--- src/rtl/train_sequencer_pkg.sv ---
`default_nettype none
// ============================================================================
// Package  : train_pkg
// Brief    : Shared widths, default constants, state encoding and the
//            prediction clamp for the train sequencer.
// Revision : 1.0
// ============================================================================
package train_pkg;

  localparam int T_W    = 19;
  localparam int DIST_W = 10;
  localparam int DIV_W  = T_W + DIST_W;

  localparam int c_tick_div   = 50000;
  localparam int c_dis_s1_s2  = 41;
  localparam int c_dis_s2     = 666;
  localparam int c_lead_ms    = 30000;
  localparam int c_timeout_ms = 524287;

  typedef enum logic [2:0] {
    IDLE      = 3'd0,
    MEASURE   = 3'd1,
    CALC      = 3'd2,
    COUNTDOWN = 3'd3,
    CLOSED    = 3'd4
  } state_t;

  // Signed (quotient - lead), floored at 0 and saturated at the T_W maximum.
  function automatic logic [T_W-1:0] clamp_pred(input logic [DIV_W-1:0] quo,
                                                 input logic [DIV_W:0]   lead);
    logic [DIV_W+1:0] diff;
    logic [T_W-1:0]   res;
    diff = {2'b00, quo} - {1'b0, lead};
    if (diff[DIV_W+1])
      res = '0;
    else if (|diff[DIV_W:T_W])
      res = '1;
    else
      res = diff[T_W-1:0];
    return res;
  endfunction

endpackage
`default_nettype wire

--- src/rtl/train_sequencer_if.sv ---
`default_nettype none
// ============================================================================
// Interface : train_sequencer_if
// Brief     : Sensor inputs and gate/status outputs of the train sequencer.
// Revision  : 1.0
// ============================================================================
interface train_sequencer_if;
  import train_pkg::*;

  logic           s1;
  logic           s2;
  logic           s3;
  logic           gate_close;
  logic           busy;
  logic [T_W-1:0] t_meas;
  logic [T_W-1:0] t_pred;
  logic           timeout;

  modport master (
    output s1, s2, s3,
    input  gate_close, busy, t_meas, t_pred, timeout
  );

  modport slave (
    input  s1, s2, s3,
    output gate_close, busy, t_meas, t_pred, timeout
  );
endinterface
`default_nettype wire

--- src/rtl/train_sequencer_seq_divider.sv ---
`default_nettype none
// ============================================================================
// Module   : seq_divider
// Brief    : Unsigned restoring divider, one quotient bit per cycle,
//            start/done handshake with a single-cycle done pulse.
// Revision : 1.0
// ============================================================================
module seq_divider #(
  parameter int DVD_W = 29,
  parameter int DVS_W = 10
) (
  input  wire logic             clk,
  input  wire logic             rst,
  input  wire logic             i_start,
  input  wire logic [DVD_W-1:0] i_dividend,
  input  wire logic [DVS_W-1:0] i_divisor,
  output logic                  o_done,
  output logic      [DVD_W-1:0] o_quotient
);

  localparam int CNT_W = $clog2(DVD_W + 1);

  logic [DVS_W-1:0] r_rem;
  logic [DVS_W-1:0] r_dvs;
  logic [DVD_W-1:0] r_quo;
  logic [CNT_W-1:0] r_cnt;
  logic             r_busy;
  logic             r_done;

  logic [DVS_W:0]   w_shift;
  logic [DVS_W:0]   w_diff;
  logic             w_ge;

  // Remainder stays below the divisor, so the shifted value fits DVS_W+1 bits.
  assign w_shift = {r_rem, r_quo[DVD_W-1]};
  assign w_ge    = (w_shift >= {1'b0, r_dvs});
  assign w_diff  = w_shift - {1'b0, r_dvs};

  always_ff @(posedge clk) begin
    if (rst) begin
      r_rem  <= '0;
      r_dvs  <= '0;
      r_quo  <= '0;
      r_cnt  <= '0;
      r_busy <= 1'b0;
      r_done <= 1'b0;
    end else begin
      r_done <= 1'b0;
      if (!r_busy) begin
        if (i_start) begin
          r_rem  <= '0;
          r_dvs  <= i_divisor;
          r_quo  <= i_dividend;
          r_cnt  <= CNT_W'(DVD_W);
          r_busy <= 1'b1;
        end
      end else begin
        r_rem <= w_ge ? w_diff[DVS_W-1:0] : w_shift[DVS_W-1:0];
        r_quo <= {r_quo[DVD_W-2:0], w_ge};
        r_cnt <= r_cnt - 1'b1;
        if (r_cnt == CNT_W'(1)) begin
          r_busy <= 1'b0;
          r_done <= 1'b1;
        end
      end
    end
  end

  assign o_done     = r_done;
  assign o_quotient = r_quo;

endmodule
`default_nettype wire

--- src/rtl/train_sequencer.sv ---
`default_nettype none
// ============================================================================
// Module   : train_sequencer
// Brief    : Measures S1->S2 transit time, predicts gate-close delay with a
//            sequential divider, counts it down and holds the gate until S3.
// Revision : 1.0
// ============================================================================
module train_sequencer
  import train_pkg::*;
#(
  parameter int TICK_DIV   = c_tick_div,
  parameter int DIS_S1_S2  = c_dis_s1_s2,
  parameter int DIS_S2     = c_dis_s2,
  parameter int LEAD_MS    = c_lead_ms,
  parameter int TIMEOUT_MS = c_timeout_ms
) (
  input wire logic          clk,
  input wire logic          rst,
  train_sequencer_if.slave  bus
);

  localparam int                PRE_W       = (TICK_DIV > 1) ? $clog2(TICK_DIV) : 1;
  localparam logic [PRE_W-1:0]  c_pre_last  = PRE_W'(TICK_DIV - 1);
  localparam logic [T_W-1:0]    c_timeout   = T_W'(TIMEOUT_MS);
  localparam logic [DIV_W:0]    c_lead      = (DIV_W + 1)'(LEAD_MS);
  localparam logic [DIST_W-1:0] c_dist_s1s2 = DIST_W'(DIS_S1_S2);
  localparam logic [DIST_W-1:0] c_dist_s2   = DIST_W'(DIS_S2);

  state_t           r_state;
  logic             r_s1_q, r_s2_q, r_s3_q;
  logic [PRE_W-1:0] r_pre;
  logic [T_W-1:0]   r_cnt;
  logic [T_W-1:0]   r_t_meas;
  logic [T_W-1:0]   r_t_pred;
  logic             r_gate;
  logic             r_busy;
  logic             r_timeout;
  logic             r_div_start;

  logic             w_s1_rise, w_s2_rise, w_s3_rise;
  logic             w_tick;
  logic [DIV_W-1:0] w_dividend;
  logic [DIV_W-1:0] w_quo;
  logic             w_div_done;
  logic [T_W-1:0]   w_pred;

  assign w_s1_rise  = bus.s1 & ~r_s1_q;
  assign w_s2_rise  = bus.s2 & ~r_s2_q;
  assign w_s3_rise  = bus.s3 & ~r_s3_q;
  assign w_tick     = (r_pre == c_pre_last);
  assign w_dividend = DIV_W'(c_dist_s2) * DIV_W'(r_t_meas);
  assign w_pred     = clamp_pred(w_quo, c_lead);

  always_ff @(posedge clk) begin
    if (rst) begin
      r_s1_q <= 1'b0;
      r_s2_q <= 1'b0;
      r_s3_q <= 1'b0;
    end else begin
      r_s1_q <= bus.s1;
      r_s2_q <= bus.s2;
      r_s3_q <= bus.s3;
    end
  end

  seq_divider #(
    .DVD_W (DIV_W),
    .DVS_W (DIST_W)
  ) u_div (
    .clk        (clk),
    .rst        (rst),
    .i_start    (r_div_start),
    .i_dividend (w_dividend),
    .i_divisor  (c_dist_s1s2),
    .o_done     (w_div_done),
    .o_quotient (w_quo)
  );

  always_ff @(posedge clk) begin
    if (rst) begin
      r_state     <= IDLE;
      r_pre       <= '0;
      r_cnt       <= '0;
      r_t_meas    <= '0;
      r_t_pred    <= '0;
      r_gate      <= 1'b0;
      r_busy      <= 1'b0;
      r_timeout   <= 1'b0;
      r_div_start <= 1'b0;
    end else begin
      r_timeout   <= 1'b0;
      r_div_start <= 1'b0;
      r_pre       <= w_tick ? '0 : r_pre + 1'b1;
      case (r_state)
        IDLE: begin
          if (w_s1_rise) begin
            r_state <= MEASURE;
            r_busy  <= 1'b1;
            r_cnt   <= '0;
            r_pre   <= '0;
          end
        end
        MEASURE: begin
          if (w_s2_rise) begin
            r_t_meas    <= r_cnt;
            r_state     <= CALC;
            r_div_start <= 1'b1;
          end else if (r_cnt == c_timeout) begin
            r_timeout <= 1'b1;
            r_state   <= IDLE;
            r_busy    <= 1'b0;
          end else if (w_tick && (r_cnt != '1)) begin
            r_cnt <= r_cnt + 1'b1;
          end
        end
        CALC: begin
          if (w_div_done) begin
            r_t_pred <= w_pred;
            r_cnt    <= w_pred;
            if (w_pred == '0) begin
              r_state <= CLOSED;
              r_gate  <= 1'b1;
            end else begin
              r_state <= COUNTDOWN;
              r_pre   <= '0;
            end
          end
        end
        COUNTDOWN: begin
          if (w_tick) begin
            if (r_cnt <= T_W'(1)) begin
              r_cnt   <= '0;
              r_state <= CLOSED;
              r_gate  <= 1'b1;
            end else begin
              r_cnt <= r_cnt - 1'b1;
            end
          end
        end
        CLOSED: begin
          if (w_s3_rise) begin
            r_state <= IDLE;
            r_gate  <= 1'b0;
            r_busy  <= 1'b0;
          end
        end
        default: begin
          r_state <= IDLE;
          r_gate  <= 1'b0;
          r_busy  <= 1'b0;
        end
      endcase
    end
  end

  assign bus.gate_close = r_gate;
  assign bus.busy       = r_busy;
  assign bus.t_meas     = r_t_meas;
  assign bus.t_pred     = r_t_pred;
  assign bus.timeout    = r_timeout;

endmodule
`default_nettype wire
--- src/flat_wrapper.sv ---
// flat-port wrapper written by rule: the top's interface ports become plain ports
module train_sequencer_flat import train_pkg::*;
#(
  parameter int TICK_DIV   = c_tick_div,
  parameter int DIS_S1_S2  = c_dis_s1_s2,
  parameter int DIS_S2     = c_dis_s2,
  parameter int LEAD_MS    = c_lead_ms,
  parameter int TIMEOUT_MS = c_timeout_ms
)
  (clk, rst, bus_s1, bus_s2, bus_s3, bus_gate_close, bus_busy, bus_t_meas, bus_t_pred, bus_timeout);
  train_sequencer_if bus_i ();
  input wire logic clk;
  input wire logic rst;
  input wire logic [$bits(bus_i.s1)-1:0] bus_s1;
  input wire logic [$bits(bus_i.s2)-1:0] bus_s2;
  input wire logic [$bits(bus_i.s3)-1:0] bus_s3;
  output wire logic [$bits(bus_i.gate_close)-1:0] bus_gate_close;
  output wire logic [$bits(bus_i.busy)-1:0] bus_busy;
  output wire logic [$bits(bus_i.t_meas)-1:0] bus_t_meas;
  output wire logic [$bits(bus_i.t_pred)-1:0] bus_t_pred;
  output wire logic [$bits(bus_i.timeout)-1:0] bus_timeout;
  assign bus_i.s1 = bus_s1;
  assign bus_i.s2 = bus_s2;
  assign bus_i.s3 = bus_s3;
  assign bus_gate_close = bus_i.gate_close;
  assign bus_busy = bus_i.busy;
  assign bus_t_meas = bus_i.t_meas;
  assign bus_t_pred = bus_i.t_pred;
  assign bus_timeout = bus_i.timeout;
  train_sequencer #(.TICK_DIV(TICK_DIV), .DIS_S1_S2(DIS_S1_S2), .DIS_S2(DIS_S2), .LEAD_MS(LEAD_MS), .TIMEOUT_MS(TIMEOUT_MS)) u_core (.clk(clk), .rst(rst), .bus(bus_i));
endmodule
--- config.mk ---
export PLATFORM = sky130hd
export DESIGN_NAME = train_sequencer_flat
export DESIGN_NICKNAME = d
export VERILOG_FILES = /design/src/rtl/train_sequencer_pkg.sv /design/src/rtl/train_sequencer_if.sv /design/src/rtl/train_sequencer_seq_divider.sv /design/src/rtl/train_sequencer.sv /design/src/flat_wrapper.sv
export SDC_FILE = /design/constraint.sdc
export NUM_CORES = 1
export LEC_CHECK = 0
export ABC_CLOCK_PERIOD_IN_PS = 3930
export CAP_MARGIN = 20
export CORE_UTILIZATION = 40
export CTS_CLUSTER_DIAMETER = 30
export CTS_CLUSTER_SIZE = 16
export DETAILED_ROUTE_END_ITERATION = 10
export DONT_BUFFER_PORTS = 1
export HOLD_SLACK_MARGIN = 0.02
export PLACE_DENSITY = 0.66
export SYNTH_ARGS = -nofsm -noshare
export SYNTH_HDL_FRONTEND = slang
export SYNTH_HIERARCHICAL = 1
export SYNTH_SLANG_ARGS = --single-unit
--- constraint.sdc ---
create_clock -name clk -period 3.93 [get_ports clk]
set_input_delay 0.393 -clock clk [delete_from_list [all_inputs] [get_ports clk]]
set_output_delay 0.393 -clock clk [all_outputs]
set_load 0.03 [all_outputs]
==> impl_metrics.toml <==
[hold_path]
worstHoldEndpoint = "u_core/u_div/r_dvs[4]$_SDFFE_PP0P_"
holdPathStages = 1
hp-start = "rst"
holdCritPathClass = "input port to flop"

[yosys]
syn_inst = 1322
synth_top_area_cell = "dfxtp_1"
yosysSeqAreaShare = 0.261
synth_ff_type = "dfxtp_1"
synth_warnings = 6
syn_avg_cell_area_sq_um = 8.07
synthTopCellsByArea = "dfxtp_1 (26%), ha_1 (11%), fa_1 (8.8%)"
synth_edf_count = 0
async_reset_ff_frac = 0
yosysTopAreaCellShare = 0.261
ys_types = 92
ys_seq_elements = 139
netlist_area_sq_um = 10700

[timing]
slew_headroom = 0.325
worstMarginPinSlew_ps = 1010
skew_ps = 11.9
hold_viol_final = 0
hold_slack_ps = 47.4
max_freq_mhz = 228
period_share = 1.12
layout_setup_ws_ps = -453
period_needed_ps = 4380
setup_viol = 13
rsz0062_at_grt = "true"
finalMaxSlewViolations = 0
final.setup.tns_ps = -3930

[routing]
vias_per_cell = 5.50
post_drt_wl_per_cell_um = 16.3
num_vias = 9522
dr.pass1.iters = 8
drc = 8
ant_nets = 0
wl_um = 28200
drt-initial-drc-count = 627

[worst_setup_path]
crit_family = "adder cells"
path_buf_inv = 5
r2r-end = "u_core/u_div/o_quotient[24]$_SDFFE_PP0P_"
critPathKind = "flop to flop"
critPathLaunchType = "flop"
endpoint_kind = "flop"
critPathRequiredTime_ps = 4240
worstPathArrival_ps = 4690
r2r_slack_ps = -450
r2r_start = "u_core/bus.t_meas[5]$_SDFFE_PP0P_"
crit_chain = "ha_4 > inv_2 > fa_1 > inv_1 > fa_1 > fa_1 > ha_4 > a21oi_2 > nand2_1 > or3_4 > o211ai_1 > buf_4 > a21oi_2 > nor3_2 > buf_4 > buf_4 > xnor2_1 > mux2i_1 > nor2_1 > a21oi_1 > nor2_1"
worstSetupStartpoint = "u_core/bus.t_meas[5]$_SDFFE_PP0P_"
worstPathMaxFanout = 4
critPathSlowestCell = "fa_1"
reg2reg_depth = 21
cp_slowest_stage_delay_ps = 530

[clock_tree]
h-tree-depth = 4
clkTransAtPathRegs_ps = 60
cts-root-buf = "clkbuf_16"
hold_buffers = 0
clock_sinks = 139
cts_tree = "done"
cts_buffers = 17
insertion_delay_ps = 420
cts_buffer_depth = 2

[power_and_ir_drop]
leakagePower_nw = 5.57
peakVddDrop_v = 0.000224
pwr_density_cell_nw_per_um2 = 269

[layout]
nFillCells = 2450
final_common_cell = "nand2_1"
antenna_cells = 0
drive_gt1_frac = 0.179
mostFrequentLayoutCells = "nand2_1 (140), nor2_1 (127), dfxtp_1 (125), inv_1 (119), a21oi_1 (110)"
fin_area_sq_um = 12800
fin_util = 0.488
area_delta_synth_final_pct = 19.6
fin_nets = 1525

[global_routing]
grt_pass1_vias = 9241
grt_max_degree = 91
grt_remaining_overflow = 0
antenna_found_initial = 0
grt_pass1_wl_um = 46100
grt_usage = 0.212

[run_status]
status = "finished, violations left"
violations = "DRC, setup timing"

[placement]
gp_congestion = 0.912
postPlaceCellArea_sq_um = 11600
portBuffers = 0
dp_hpwl_um = 20300

[run]
drv_cap = 0

[floorplanning]
start_util = 0.408
fp.dieW_um = 165
fp-row-count = 59
ios = 46
fp.dieArea_sq_um = 27300
die-height_um = 165
fp.coreArea_sq_um = 26100
## cells in the mapped netlist, drive strengths merged, types with 4 or more instances
library cell,instances
and4,4
and3,14
nand3b,4
dfxtp,139
o21ai,44
buf,27
xor2,19
nand2,143
mux2i,30
a21oi,118
a311oi,6
or3,13
nor4b,5
nand4,16
nor3,32
a211oi,10
inv,127
nand3,34
or2,8
a21o,21
a31oi,6
fa,47
o21a,7
nor4,11
o311ai,4
o21bai,4
a221o,8
ha,90
a22oi,8
nor2,132
nand2b,13
xnor2,35
a211o,7
o22ai,8
and2,7
o211ai,21
nor2b,9
clkbuf,41
a221oi,5
## worst register-to-register path, stage by stage, from the launching register on
cell and delay [ps]:
dfxtp_4 370, ha_4 270, inv_2 40, fa_1 500
inv_1 50, fa_1 450, fa_1 530, ha_4 220
a21oi_2 150, nand2_1 100, or3_4 400, o211ai_1 170
buf_4 160, a21oi_2 60, nor3_2 160, buf_4 140
buf_4 90, xnor2_1 50, mux2i_1 130, nor2_1 50
a21oi_1 130, nor2_1 60
## worst max-delay path by stage
stage | to | depth (start not counted)
2_1_floorplan | u_core/u_div/o_quotient[26]$_SDFFE_PP0P_ | 19
3_3_place_gp | u_core/u_div/o_quotient[26]$_SDFFE_PP0P_ | 19
3_5_place_dp | u_core/u_div/o_quotient[26]$_SDFFE_PP0P_ | 19
4_1_cts | u_core/u_div/o_quotient[26]$_SDFFE_PP0P_ | 20
5_1_grt | u_core/u_div/o_quotient[28]$_SDFFE_PP0P_ | 20
6_report | u_core/u_div/o_quotient[24]$_SDFFE_PP0P_ | 21
## report_power, final
part	switching [mW]	leakage [nW]	internal (mW)
Sequential	0.0279	1.13	1.42
Clock	0.649	0.298	1.05
Combinational	0.178	4.14	0.0987
Total	0.855	5.57	2.57
## metal layers
metal / vias up / track usage / wire length [um] / part of all wire
li1: 4703 / - / - / -
met1: 4503 / 0.298 / 13400 / 0.48
met2: 275 / 0.334 / 12700 / 0.45
met3: 41 / 0.0360 / 1560 / 0.055
met4: 0 / 0.0599 / 555 / 0.020
met5: - / 0 / 0 / 0
## repair_timing
item | in CTS | in global routing
setup buffers | 7 | 12
endpoints found under the setup margin | 14 | 16
endpoints found under the hold margin | 0 | 0
gates resized for setup | 21 | 48
pin swaps | 30 | 52
## state kept, by name, indices dropped and copies added (netlist names), 3 cells and up
register and count:
u_core/bus.t_meas 19, u_core/u_div/o_quotient 29, u_core/u_div/r_dvs 10, u_core/u_div/r_cnt 5, u_core/bus.t_pred 19, u_core/r_cnt 19
u_core/r_pre 16, u_core/u_div/r_rem 10, u_core/r_state 3
## logic make-up (layout without fill, tap and decap cells)
| group | Yosys count | in the layout | synth area share |
|---|---|---|---|
| compound gates | 304 | 304 | 0.189 |
| xor+xnor | 54 | 54 | 0.0443 |
| fa+ha+maj | 137 | 137 | 0.194 |
| buf+inv | 195 | 260 | 0.0730 |
| flops | 139 | 139 | 0.261 |
| mux | 33 | 33 | 0.0313 |
| other cells | 2 | 11 | 0.000704 |
| simple gates | 458 | 458 | 0.208 |
## area by class of cell
cell class / instances / area (sq um) / area share
clock inverter: 9 / 135 / 0.0106
multi-input combinational: 997 / 7640 / 0.599
clock buffer: 23 / 478 / 0.0375
timing repair buffer: 101 / 781 / 0.0612
tap: 335 / 419 / 0.0328
inverter: 127 / 477 / 0.0374
sequential: 139 / 2830 / 0.221
## stage by stage
stage          total power [mW]  instances  worst slack, ps
6_report                   3.43       1731             -453
4_1_cts                    3.45       1720             -354
3_5_place_dp               1.75       1682             -423
3_3_place_gp               1.74       1682             -368
2_1_floorplan              1.70       1331             -238
5_1_grt                    3.55       1731             -601
Power figures use the tool's default switching activity.
